File: src/rtl/ila_sig_sync_filt_pkg.sv
`default_nettype none
// ============================================================================
// Module      : ila_sig_sync_filt_pkg
// Description : Shared defaults, edge-pulse type and parameter-range helper
//               for the ILA probe-signal conditioner.
// Revision    : 1.0 - initial release
// ============================================================================
package ila_sig_sync_filt_pkg;

    localparam int ILA_SYNC_STAGES_DEF = 2;
    localparam int ILA_FILT_W_DEF      = 4;
    localparam int ILA_FILT_CNT_DEF    = 1;

    typedef struct packed {
        logic rise;
        logic fall;
    } edge_t;

    function automatic bit filt_cnt_ok(input int cnt, input int w);
        return (cnt >= 1) && (cnt <= ((1 << w) - 1));
    endfunction

endpackage : ila_sig_sync_filt_pkg
`default_nettype wire

File: src/rtl/ila_sig_sync_ch.sv
`default_nettype none
// ============================================================================
// Module      : ila_sig_sync_ch
// Description : One conditioner channel: synchroniser, stability filter and
//               registered edge detector. Optional sticky edge flag when
//               ILA_SIG_SYNC_STICKY_EN is defined.
// Revision    : 1.0 - initial release
// ============================================================================
module ila_sig_sync_ch
    import ila_sig_sync_filt_pkg::*;
#(
    parameter int STAGES   = ILA_SYNC_STAGES_DEF,
    parameter int FILT_W   = ILA_FILT_W_DEF,
    parameter int FILT_CNT = ILA_FILT_CNT_DEF
) (
    input  logic i_clk,
    input  logic i_rst,
    input  logic i_en,
    input  logic i_data,
    output logic o_level,
    output logic o_rise,
    output logic o_fall
`ifdef ILA_SIG_SYNC_STICKY_EN
    ,
    input  logic i_sticky_clr,
    output logic o_sticky
`endif
);

    localparam logic [FILT_W-1:0] c_TERM = FILT_W'(FILT_CNT - 1);

    logic [STAGES-1:0] r_sync;
    logic [FILT_W-1:0] r_cnt;
    logic              r_level;
    edge_t             r_edge;
    logic              w_sy;

    assign w_sy = r_sync[STAGES-1];

    always_ff @(posedge i_clk or posedge i_rst) begin
        if (i_rst) begin
            r_sync  <= '0;
            r_cnt   <= '0;
            r_level <= 1'b0;
            r_edge  <= '0;
        end else begin
            r_sync <= {r_sync[STAGES-2:0], i_data};
            // Any cycle agreeing with the current level restarts the count.
            if (!i_en || (w_sy == r_level)) begin
                r_cnt  <= '0;
                r_edge <= '0;
            end else if (r_cnt == c_TERM) begin
                r_level     <= w_sy;
                r_cnt       <= '0;
                r_edge.rise <= w_sy;
                r_edge.fall <= ~w_sy;
            end else begin
                r_cnt  <= r_cnt + FILT_W'(1);
                r_edge <= '0;
            end
        end
    end

    assign o_level = r_level;
    assign o_rise  = r_edge.rise;
    assign o_fall  = r_edge.fall;

`ifdef ILA_SIG_SYNC_STICKY_EN
    logic r_sticky;

    // A pulse arriving together with the clear keeps the flag set.
    always_ff @(posedge i_clk or posedge i_rst) begin
        if (i_rst) begin
            r_sticky <= 1'b0;
        end else begin
            r_sticky <= (r_sticky & ~i_sticky_clr) | r_edge.rise | r_edge.fall;
        end
    end

    assign o_sticky = r_sticky;
`endif

endmodule : ila_sig_sync_ch
`default_nettype wire

File: src/rtl/ila_sig_sync_filt.sv
`default_nettype none
// ============================================================================
// Module      : ila_sig_sync_filt
// Description : W-channel synchronise / glitch-filter / edge-detect front end
//               for ILA probes. Sticky edge flags enabled by the macro
//               ILA_SIG_SYNC_STICKY_EN.
// Revision    : 1.0 - initial release
// ============================================================================
module ila_sig_sync_filt
    import ila_sig_sync_filt_pkg::*;
#(
    parameter int W        = 1,
    parameter int STAGES   = ILA_SYNC_STAGES_DEF,
    parameter int FILT_W   = ILA_FILT_W_DEF,
    parameter int FILT_CNT = ILA_FILT_CNT_DEF
) (
    input  logic         clk_i,
    input  logic         arst_i,
    input  logic         en_i,
    input  logic [W-1:0] data_i,
    output logic [W-1:0] data_o,
    output logic [W-1:0] rise_o,
    output logic [W-1:0] fall_o
`ifdef ILA_SIG_SYNC_STICKY_EN
    ,
    input  logic         sticky_clr_i,
    output logic [W-1:0] sticky_o
`endif
);

    if (STAGES < 2) begin : g_bad_stages
        $error("ila_sig_sync_filt: STAGES must be >= 2");
    end
    if (!filt_cnt_ok(FILT_CNT, FILT_W)) begin : g_bad_filt_cnt
        $error("ila_sig_sync_filt: FILT_CNT out of range for FILT_W");
    end

    for (genvar gi = 0; gi < W; gi++) begin : g_ch
        ila_sig_sync_ch #(
            .STAGES   (STAGES),
            .FILT_W   (FILT_W),
            .FILT_CNT (FILT_CNT)
        ) u_ch (
            .i_clk        (clk_i),
            .i_rst        (arst_i),
            .i_en         (en_i),
            .i_data       (data_i[gi]),
            .o_level      (data_o[gi]),
            .o_rise       (rise_o[gi]),
            .o_fall       (fall_o[gi])
`ifdef ILA_SIG_SYNC_STICKY_EN
            ,
            .i_sticky_clr (sticky_clr_i),
            .o_sticky     (sticky_o[gi])
`endif
        );
    end

endmodule : ila_sig_sync_filt
`default_nettype wire

File: config.mk
export PLATFORM = sky130hd
export DESIGN_NAME = ila_sig_sync_filt
export DESIGN_NICKNAME = d
export VERILOG_FILES = /design/src/rtl/ila_sig_sync_filt_pkg.sv /design/src/rtl/ila_sig_sync_ch.sv /design/src/rtl/ila_sig_sync_filt.sv
export SDC_FILE = /design/constraint.sdc
export NUM_CORES = 1
export LEC_CHECK = 0
export BUFFER_PORTS_ARGS = -buffer_cell sky130_fd_sc_hd__clkbuf_2
export CAP_MARGIN = 20
export CORE_AREA = 2 2 39 41
export CTS_BUF_LIST = sky130_fd_sc_hd__clkbuf_2
export CTS_CLUSTER_SIZE = 16
export DETAILED_ROUTE_END_ITERATION = 16
export DIE_AREA = 0 0 41 43
export PLACE_DENSITY_LB_ADDON = 0.05
export RECOVER_POWER = 25
export SLEW_MARGIN = 0
export SYNTH_ARGS = -nofsm -noshare
export SYNTH_HDL_FRONTEND = slang
export SYNTH_SLANG_ARGS = --single-unit
File: constraint.sdc
create_clock -name clk_i -period 2.15 [get_ports clk_i]
set_input_delay 0.3225 -clock clk_i [delete_from_list [all_inputs] [get_ports clk_i]]
set_output_delay 0.3225 -clock clk_i [all_outputs]
set_load 0.02 [all_outputs]
=== Yosys cells after proc, flatten, opt, wreduce, memory -nomap -nowiden ===
Index checks and enable logic that the tools add are counted.
Widths: inputs -> output; s select.

* $add $sub $neg: 1
* Equality and inequality tests: 1
* Mux-type cells: 4
* Bitwise operators: 2
* Reduce and logical (&&, ||, !) cells: 4

{| class="wikitable"
|+ Operators by type and width
! kind !! number
|-
| $mux 4 || 2
|-
| $add 4x1->4 const B || 1
|-
| $logic_not 4->1 || 1
|-
| $mux 2 || 2
|-
| $not 1->1 || 2
|-
| $reduce_and 2->1 || 1
|-
| $eq 1x1->1 || 1
|-
| $logic_not 1->1 || 1
|-
| $logic_or 1x1->1 || 1
|}

* Bits in registers: 9
* Output and inout bits: 3

=== Logic depth before layout (Yosys ltp) ===
Gate-level depths: netlist of the first run.

* Word-level depth: 4
* Depth in mapped cells: 5
* Gate-level depth less buffers: 5

=== Worst setup path after synthesis of the first run ===
No wires, ideal clock.

* Path type: register to register
* Start: register g_ch[0].u_ch.r_cnt[0]
* End: register g_ch[0].u_ch.r_level
* Setup time: 125 ps
* Arrival time: 1,039 ps
* Data required time: 2,025 ps
* Slack: 986 ps
* Stages on the path, launching flop included: 5
* Buffers on the path: 0
* Path through: dfrtp_1 -> inv_1 -> ha_1 -> nand3_2 -> mux2_4

* Longest elaborated chain between the ends: 2

{| class="wikitable"
|+ Ends and longest elaborated chain
! what !! line !! source
|-
| from (decl) || ila_sig_sync_ch.sv:33 || <nowiki>logic [FILT_W-1:0] r_cnt;</nowiki>
|-
| from (signal assigned) || ila_sig_sync_ch.sv:58 || <nowiki>r_cnt <= r_cnt + FILT_W'(1);</nowiki>
|-
| $logic_not 4->1 || ila_sig_sync_ch.sv:52 || <nowiki>end else if (r_cnt == c_TERM) begin</nowiki>
|-
| $reduce_and 2->1 (no source line) || n/a ||
|-
| to (signal assigned) || ila_sig_sync_ch.sv:53 || <nowiki>r_level <= w_sy;</nowiki>
|-
| to (decl) || ila_sig_sync_ch.sv:34 || <nowiki>logic r_level;</nowiki>
|}

No other way between the ends.
A chain may end at the register's enable or synchronous reset.

=== Final worst setup path of the first run ===
Same ends and word-level chain as after synthesis.

==> impl_metrics.tcl, run 1 <==
set metrics [dict create \
    outcome "finished, final reports clean" \
    power_density_mw_per_mm2 684 \
    routed_wl_um 603 \
    maxCapViolCount 0 \
    period_minus_slack_ns 1.27 \
    portBuffers 6 \
    fin_nets 47 \
    io_pins 7 \
    fin_ws_ns 0.876 \
    setup.worst_path.start "g_ch[0].u_ch.r_cnt[0]$_DFF_PP0_" \
    synth_most_common_cell "dfrtp_1" \
    max_freq_mhz 785 \
    start_util_pct 27.7 \
    cts-resized-gates 0 \
    grt_use_total_pct 10.6 \
    synth_nets 36 \
    synth_simple_gate_area_share_pct 18.6 \
    yosysTopAreaCell "dfrtp_1" \
    cp.required_ns 2.28 \
    tightest_slew_ns 0.336 \
    period_share_pct 59.2 \
    viasPerCell 4.32 \
    cts_root_buf "clkbuf_2" \
    synth_common_cells "dfrtp_1, inv_1" \
    wl_per_cell_um 10.8 \
    p_leak_nw 0.230 \
    clock_path_buffers 2 \
    coreArea_mm2 0.00138 \
    syn_avg_cell_area_um2 12.8 \
    ys_types 16 \
    fp.dieW_um 41 \
    rows 14 \
    drtAntennaViolNets 0 \
    antenna_cells 0 \
    fp.dieH_um 43 \
    relSlewSlack_pct 77.6 \
    syn_to_final_growth_pct 18.3 \
    cts_tree "built" \
    final-hold-violation-count 0 \
    ir_worst_vdd_mv 0.220 \
    clk_latency_ns 0.24 \
    synthXorXnorAreaFrac_pct 4.58 \
    drc 0 \
    hp-class "in2async" \
    drt-initial-drc-count 0 \
    dp_slack_ns 0.882 \
    post_cts_buffers 0 \
    cp_max_fo 4 \
    vias 242 \
    yosys_warnings 0 \
    numCtsBuffers 3 \
    grt_pass1_vias 247 \
    cp-end-kind "flop" \
    rr_startpoint "g_ch[0].u_ch.r_cnt[0]$_DFF_PP0_" \
    fin_skew_ns 0.00718 \
    synth_edf_count 0 \
    post-route-util_pct 32.7 \
    synth_top_area_share_pct 58.8 \
    cp-start-kind "flop" \
    overflow 0 \
    drv_slew 0 \
    cts_hold_buffers 0 \
    synth_top_family_by_area "simple AND/OR/NAND/NOR gates" \
    cp.arrival_ns 1.40 \
    dr.pass1.iters 1 \
    synth_cells 30 \
    rsz0062_at_grt "no" \
    clk_pin_slew_worst_paths_ns 0.09 \
    async_flop_share_pct 100 \
    yosys.area_share.adder_pct 6.54 \
    synth_ff_type "dfrtp_1" \
    holdWs_ns 0.00639 \
    synth_area_leaders "dfrtp_1, ha_1, xor2_1" \
    clock-sinks 9 \
    ys_ff_latch 9 \
    die_area_mm2 0.00176 \
    grt_max_degree 10 \
    grt_pass1_wl_um 1130 \
    worstSetupPathType "reg2reg" \
    ctsHtreeMaxLevel 1 \
    place.gp.congestion 0.584 \
    finalSetupTns_ns 0 \
    synth_compound_area_share_pct 4.58 \
    antenna_found_initial 0 \
    drive_above_1_share_pct 37.5 \
    yosysSeqAreaShare_pct 58.8 \
    synthMuxAreaShare_pct 3.92 \
    synth_area_um2 383 \
    setup_viol 0 \
]
==> critical path: stages, from the launching register on <==
cell,delay (ns)
dfrtp_1,0.43
inv_1,0.07
ha_1,0.23
nand3_2,0.12
mux2_4,0.31
==> through the flow <==
step                      total power, W  instances  area, µm²
after global placement          0.000209         52        433
after global routing            0.000334         56        453
after CTS                       0.000319         56        453
after detailed placement        0.000210         52        433
final                           0.000310         56        453
after floorplan                 0.000199         30        383
==> per-layer routing <==
layer  track usage, %  part of all wire [%]  up-vias
li1                 -                     -      118
met1             13.1                    41      120
met2             13.8                    55        4
met3             4.71                   3.8        0
met4             8.00                     0        0
met5                0                     0        -
==> flip-flops by register name, indices dropped and copies added, names as in the netlist <==
name and count:
g_ch.u_ch.r_sync 2, g_ch.u_ch.o_level 1, g_ch.u_ch.o_fall 1, g_ch.u_ch.r_cnt 4
g_ch.u_ch.o_rise 1
==> where the power goes <==
part           internal [W]  switching, W  leakage (nW)
clock network     0.0000495     0.0000550        0.0166
registers          0.000175    0.00000445         0.118
logic             0.0000107     0.0000153        0.0956
total              0.000235     0.0000748         0.230
==> worst paths after layout <==
| kind | cells past startpoint | slack [ns] | endpoint |
|---|---|---|---|
| worst max-delay path | 4 | 0.88 | g_ch[0].u_ch.o_level$_DFFE_PP0P_ |
| worst min-delay path | 2 | 0.006 | g_ch[0].u_ch.o_rise$_DFF_PP0_ |
| worst max register to register | 4 | 0.88 | g_ch[0].u_ch.o_level$_DFFE_PP0P_ |
| worst min register to register | 0 | 0.36 | g_ch[0].u_ch.r_sync[1]$_DFF_PP0_ |
| max in group asynchronous | 2 | 1.89 | g_ch[0].u_ch.r_cnt[3]$_DFF_PP0_ |
| min in group clk_i | 1 | 0.19 | g_ch[0].u_ch.r_sync[0]$_DFF_PP0_ |
==> layout make-up <==
class / count / area (µm²)
Clock buffer: 4 / 20.0
Multi-Input combinational cell: 18 / 146
Fill cell: 149 / 931
Timing Repair Buffer: 6 / 30.0
Inverter: 3 / 11.3
Sequential cell: 9 / 225
Tap cell: 16 / 20.0
==> kinds of logic after synthesis <==
logic type	count (synthesis)
buffers and inverters	3
AOI/OAI and AO/OA	2
and+or+nand+nor	11
DFF	9
muxes	1
adders and majority gates	2
xor gates and xnor gates	2
==> cells in the final DEF, fill, tap and decap left out <==
| cell | synthesis | routed |
|---|---|---|
| nand3_1 | 1 | 1 |
| nand2b_1 | 2 | 2 |
| ha_1 | 2 | 2 |
| clkbuf_2 | 0 | 10 |
| a21oi_1 | 1 | 1 |
| nand3_2 | 1 | 1 |
| nand3b_1 | 1 | 1 |
| nand2_1 | 1 | 1 |
| mux2_4 | 1 | 1 |
| inv_1 | 3 | 3 |
| a211oi_2 | 1 | 1 |
| nor3b_1 | 2 | 2 |
| dfrtp_1 | 9 | 9 |
| nor2_2 | 1 | 1 |
| and3_2 | 1 | 1 |
| xor2_1 | 2 | 2 |
| nor2_1 | 1 | 1 |
Power figures use the tool's default switching activity.
==> inputs of run 2 (changes only) <==
- clock period: 2.15 -> 1.1 ns (I/O delays scaled with it)
==> run 2 against run 1 <==
  * The flow now finishes with violations (negative setup slack)
  * Register-to-register slack worse by 0.89 ns
  * Largest cell class unchanged
  * Sequential power grew 96%
  * Via count is 13% higher
  * Power increased by 100%
  * Worst hold slack improved by 0.23 ns
  * Core utilization grew 9.4 points
  * Die area did not move
==> impl_metrics.tcl, run 2 (synthesis results as in run 1) <==
set metrics [dict create \
    relSlewSlack_pct 77.6 \
    clk_latency_ns 0.23 \
    use_met3_pct 3.14 \
    rows 14 \
    dp_slack_ns -0.0281 \
    cp.required_ns 1.22 \
    hp-class "in2reg" \
    numCtsBuffers 3 \
    cts_tree "built" \
    regMostFlops "g_ch.u_ch.r_cnt" \
    holdWs_ns 0.233 \
    max_freq_mhz 901 \
    io_pins 7 \
    ctsHtreeMaxLevel 1 \
    gr-usage-met1_pct 10.2 \
    dr.pass1.iters 2 \
    fin_total_pwr_w 0.000619 \
    clock-sinks 9 \
    cts_root_buf "clkbuf_2" \
    fin_nets 57 \
    cp.arrival_ns 1.23 \
    met2_usage_pct 15.0 \
    tightest_slew_ns 0.336 \
    grt_pass1_wl_um 1080 \
    ir_worst_vdd_mv 0.437 \
    clock_path_buffers 2 \
    finalSetupTns_ns -0.00938 \
    final-hold-violation-count 0 \
    wl_per_cell_um 10.4 \
    whs_path_depth 3 \
    period_share_pct 101 \
    reg2regPathDepth 4 \
    final_common_cell "clkbuf_2" \
    cp-end-kind "flop" \
    period_minus_slack_ns 1.11 \
    fp.dieW_um 41 \
    vias 274 \
    overflow 0 \
    final_cell_mix "clkbuf_2, dfrtp_1, buf_4" \
    p_leak_nw 0.285 \
    grt_pass1_vias 277 \
    drv_slew 0 \
    violations "negative setup slack" \
    antenna_found_initial 0 \
    grt_use_total_pct 9.81 \
    coreArea_mm2 0.00138 \
    clk_pin_slew_worst_paths_ns 0.08 \
    antenna_cells 0 \
    cp-start-kind "flop" \
    power_density_mw_per_mm2 1060 \
    largest_reg_flops 4 \
    maxCapViolCount 0 \
    die_area_mm2 0.00176 \
    start_util_pct 27.7 \
    syn_to_final_growth_pct 52.3 \
    portBuffers 6 \
    top_regs "g_ch.u_ch.r_cnt: 4 flops, g_ch.u_ch.r_sync: 2 flops" \
    viasPerCell 4.15 \
    post-route-util_pct 42.1 \
    fp.dieH_um 43 \
    cp_max_fo 3 \
    place_hpwl_um 517 \
    drc 0 \
    setup_viol 1 \
    busiest_layer "met2" \
    drtAntennaViolNets 0 \
    worstSetupPathType "reg2reg" \
    routed_wl_um 687 \
    drive_above_1_share_pct 62.0 \
    drt-initial-drc-count 1 \
    grt_max_degree 10 \
    fin_ws_ns -0.00938 \
    place.gp.congestion 0.667 \
    rsz0062_at_grt "yes" \
    fin_skew_ns 0.00165 \
    outcome "finished with violations" \
]
-- run 2: what timing repair did --
action / 4_1_cts / 5_1_grt
gates resized for setup: 1 / 10
hold buffers: 1 / 1
pin swaps: 1 / 4
endpoints found under the hold margin: 9 / 1
setup buffers: 1 / 1
setup endpoints to repair: 2 / 5
-- run 2: path summary, 6_finish.rpt --
check	to	slack, ns	start
setup / recovery	g_ch[0].u_ch.o_level$_DFFE_PP0P_	-0.009	g_ch[0].u_ch.r_cnt[0]$_DFF_PP0_
hold / removal	g_ch[0].u_ch.r_cnt[2]$_DFF_PP0_	0.23	en_i
setup reg to reg	g_ch[0].u_ch.o_level$_DFFE_PP0P_	-0.009	g_ch[0].u_ch.r_cnt[0]$_DFF_PP0_
hold reg to reg	g_ch[0].u_ch.r_sync[1]$_DFF_PP0_	0.36	g_ch[0].u_ch.r_sync[0]$_DFF_PP0_
max in group asynchronous	g_ch[0].u_ch.r_cnt[2]$_DFF_PP0_	0.44	arst_i
min in group asynchronous	g_ch[0].u_ch.o_level$_DFFE_PP0P_	0.41	arst_i
-- run 2: where the power goes --
group          internal [W]  switching, W
registers          0.000342    0.00000878
logic             0.0000322     0.0000357
clock network     0.0000967      0.000104
total              0.000471      0.000149
-- run 2: metal layers --
| metal | wire length [µm] | part of all wire [%] | up-vias |
|---|---|---|---|
| li1 | - | - | 137 |
| met1 | 292 | 43 | 133 |
| met2 | 377 | 55 | 4 |
| met3 | 18 | 2.6 | 0 |
| met4 | 0 | 0 | 0 |
| met5 | 0 | 0 | - |
-- run 2: through the flow --
stage	std cells	instance area, µm²
after floorplan	30	385
after global placement	58	480
after detailed placement	58	480
after CTS	64	523
after global routing	66	583
final	66	583
-- run 2: area by class of cell --
| class | instances | area, µm² |
|---|---|---|
| sequential | 9 | 225 |
| tap | 16 | 20.0 |
| fill | 140 | 801 |
| clock buffer | 4 | 20.0 |
| multi-input combinational | 18 | 193 |
| inverter | 3 | 11.3 |
| timing repair buffer | 16 | 114 |
-- run 2: worst max-delay path: stages, from the launching register on --
cell,delay (ns)
dfrtp_1,0.40
inv_2,0.07
ha_4,0.15
nand3_4,0.07
mux2_4,0.30
==> inputs of run 3 (changes only) <==
- GPL_TIMING_DRIVEN: default -> 0
==> run 3 against run 2 <==
  * Clock skew is 0.014 ns higher
  * Critical endpoint unchanged
  * Critical path depth is 1 lower
  * Highest routed layer unchanged
  * Clock power grew 3%
  * Global-route usage rose by 0.58 points
  * The flow still finishes with violations (negative setup slack)
  * Power is 0.55% higher
  * First-iteration DRC count shrank 100%
  * Fmax up 0.18%
  * Cell count fell by 1.5%
  * Critical path type unchanged
  * Routed wire length rose by 4.7%
  * Worst hold slack worse by 0.0039 ns
==> impl_metrics.tcl, run 3 (synthesis results as in run 1) <==
set metrics [dict create \
    final_cell_mix "clkbuf_2, dfrtp_1, buf_4" \
    fin_nets 56 \
    combPwrFrac_pct 10.4 \
    r2r_setup_slack_ns -0.007 \
    rows 14 \
    clk_latency_ns 0.25 \
    antenna_cells 0 \
    fill_cells 136 \
    period_share_pct 101 \
    final-hold-violation-count 0 \
    drtAntennaViolNets 0 \
    top_regs "g_ch.u_ch.r_cnt: 4 flops, g_ch.u_ch.r_sync: 2 flops" \
    fin_ws_ns -0.00736 \
    clock_path_buffers 2 \
    relSlewSlack_pct 77.1 \
    rsz0062_at_grt "yes" \
    portBuffers 6 \
    cp.required_ns 1.23 \
    violations "negative setup slack" \
    die_area_mm2 0.00176 \
    grt_pass1_vias 301 \
    hp-class "in2reg" \
    endpoint "g_ch[0].u_ch.o_level$_DFFE_PP0P_" \
    rr_startpoint "g_ch[0].u_ch.r_cnt[2]$_DFF_PP0_" \
    cp.arrival_ns 1.23 \
    start_util_pct 27.7 \
    area.sequential_um2 226 \
    grt_max_degree 10 \
    grt_pass1_wl_um 1180 \
    tightest_slew_ns 0.344 \
    ctsHtreeMaxLevel 1 \
    cp-start-kind "flop" \
    worstSetupPathType "reg2reg" \
    wl_per_cell_um 11.1 \
    clock-sinks 9 \
    slowest_stage "dfrtp_2" \
    swShare_pct 27.1 \
    outcome "finished with violations" \
    setup.worst_path.start "g_ch[0].u_ch.r_cnt[2]$_DFF_PP0_" \
    p_leak_nw 0.278 \
    place.gp.congestion 0.594 \
    place_hpwl_um 484 \
    dr.pass1.iters 1 \
    drc 0 \
    fp.dieW_um 41 \
    cts_tree "built" \
    max_freq_mhz 903 \
    worstPathCellList "nor2_4 > nand3_4 > mux2_4" \
    io_pins 7 \
    dp_cells 52 \
    cp_max_fo 4 \
    drv_slew 0 \
    numCtsBuffers 3 \
    setup_viol 1 \
    antenna_found_initial 0 \
    cp_top_family "flip-flops" \
    vias 275 \
    seqPwrFrac_pct 56.4 \
    regMostFlops "g_ch.u_ch.r_cnt" \
    slowest_delay_ns 0.45 \
    cp-end-kind "flop" \
    overflow 0 \
    final_common_cell "clkbuf_2" \
    syn_to_final_growth_pct 52.3 \
    path_buf_inv 0 \
    clk_pin_slew_worst_paths_ns 0.11 \
    largest_reg_flops 4 \
    dp_slack_ns -0.127 \
    reg2regPathDepth 3 \
    maxCapViolCount 0 \
    grt_use_total_pct 10.4 \
    drt-initial-drc-count 0 \
    coreArea_mm2 0.00138 \
    power.internal_w 0.000454 \
    fp.dieH_um 43 \
    period_minus_slack_ns 1.11 \
    clkPwrFrac_pct 33.2 \
    power_switching_w 0.000168 \
    cts_root_buf "clkbuf_2" \
    timing.rr.end "g_ch[0].u_ch.o_level$_DFFE_PP0P_" \
    routed_wl_um 719 \
    instances_no_fill 65 \
    power_density_mw_per_mm2 1070 \
    post-route-util_pct 42.1 \
    ir_worst_vdd_mv 0.517 \
    multiInputGateArea_um2 203 \
    viasPerCell 4.23 \
    fin_skew_ns 0.0152 \
    worstSetupPathDepth 3 \
    drive_above_1_share_pct 65.3 \
]
## run 3: cell types whose count changed in the layout (fill, tap and decap cells not counted)
cell      change
nand2b_1      -1
nand2b_4      +1
clkbuf_2      -1
nand2_2       -1
buf_6         -1
nand2_1       +1
clkinv_2      +1
nor3b_1       -1
dfrtp_1       -1
nor3b_2       +1
dfrtp_2       +1
## run 3: cell type report
cell class | count | area share, %
clock buffer | 3 | 2.58
clock inverter | 1 | 0.858
inverter | 3 | 1.93
multi-input combinational | 18 | 34.8
sequential | 9 | 38.8
tap | 16 | 3.43
timing repair buffer | 15 | 17.6
## run 3: worst min-delay path: stages
cell	delay, ns
clkbuf_2	0.12
nand2_1	0.14
a21oi_2	0.04
## run 3: metal layers
metal	track usage, %	share of wire, %	vias to the layer above
li1	-	-	137
met1	10.8	43	134
met2	17.2	55	4
met3	3.14	2.6	0
met4	6.00	0	0
met5	0	0	-
## run 3: stage by stage
| stage | setup TNS [ns] | hold slack (ns) | total power (W) | area, µm² |
|---|---|---|---|---|
| global placement | -0.113 | 0.113 | 0.000409 | 435 |
| global route | -0.107 | 0.225 | 0.000659 | 583 |
| finish | -0.00736 | 0.229 | 0.000623 | 583 |
| floorplan | -0.0438 | -0.00708 | 0.000390 | 385 |
| CTS | -0.0173 | 0.00788 | 0.000619 | 526 |
| detailed placement | -0.137 | 0.126 | 0.000410 | 435 |
## run 3: power groups by stage
stage / Clock (W) / Sequential, W / Combinational (W)
floorplan: 0 / 0.000365 / 0.0000245
detailed placement: 0 / 0.000357 / 0.0000528
finish: 0.000207 / 0.000351 / 0.0000648
global route: 0.000235 / 0.000353 / 0.0000707
CTS: 0.000208 / 0.000351 / 0.0000604
global placement: 0 / 0.000356 / 0.0000522
## run 3: repair_timing
action | in CTS | in global routing
setup buffers | 5 | 2
hold buffers | 1 | 1
cloned | 0 | 0
pin swaps | 3 | 4
setup endpoints to repair | 3 | 4
resized for setup | 5 | 7
endpoints found under the hold margin | 9 | 1
## run 3: worst min path at each step
stage | from | end | slack, ns | depth (start not counted)
3_3_place_gp | arst_i | g_ch[0].u_ch.r_sync[0]$_DFF_PP0_ | 0.11 | 2
2_1_floorplan | arst_i | g_ch[0].u_ch.o_fall$_DFF_PP0_ | -0.007 | 1
4_1_cts | data_i | g_ch[0].u_ch.r_sync[0]$_DFF_PP0_ | 0.008 | 1
6_report | en_i | g_ch[0].u_ch.r_cnt[2]$_DFF_PP0_ | 0.23 | 3
3_5_place_dp | arst_i | g_ch[0].u_ch.r_sync[1]$_DFF_PP0_ | 0.13 | 2
5_1_grt | en_i | g_ch[0].u_ch.r_cnt[2]$_DFF_PP0_ | 0.23 | 3
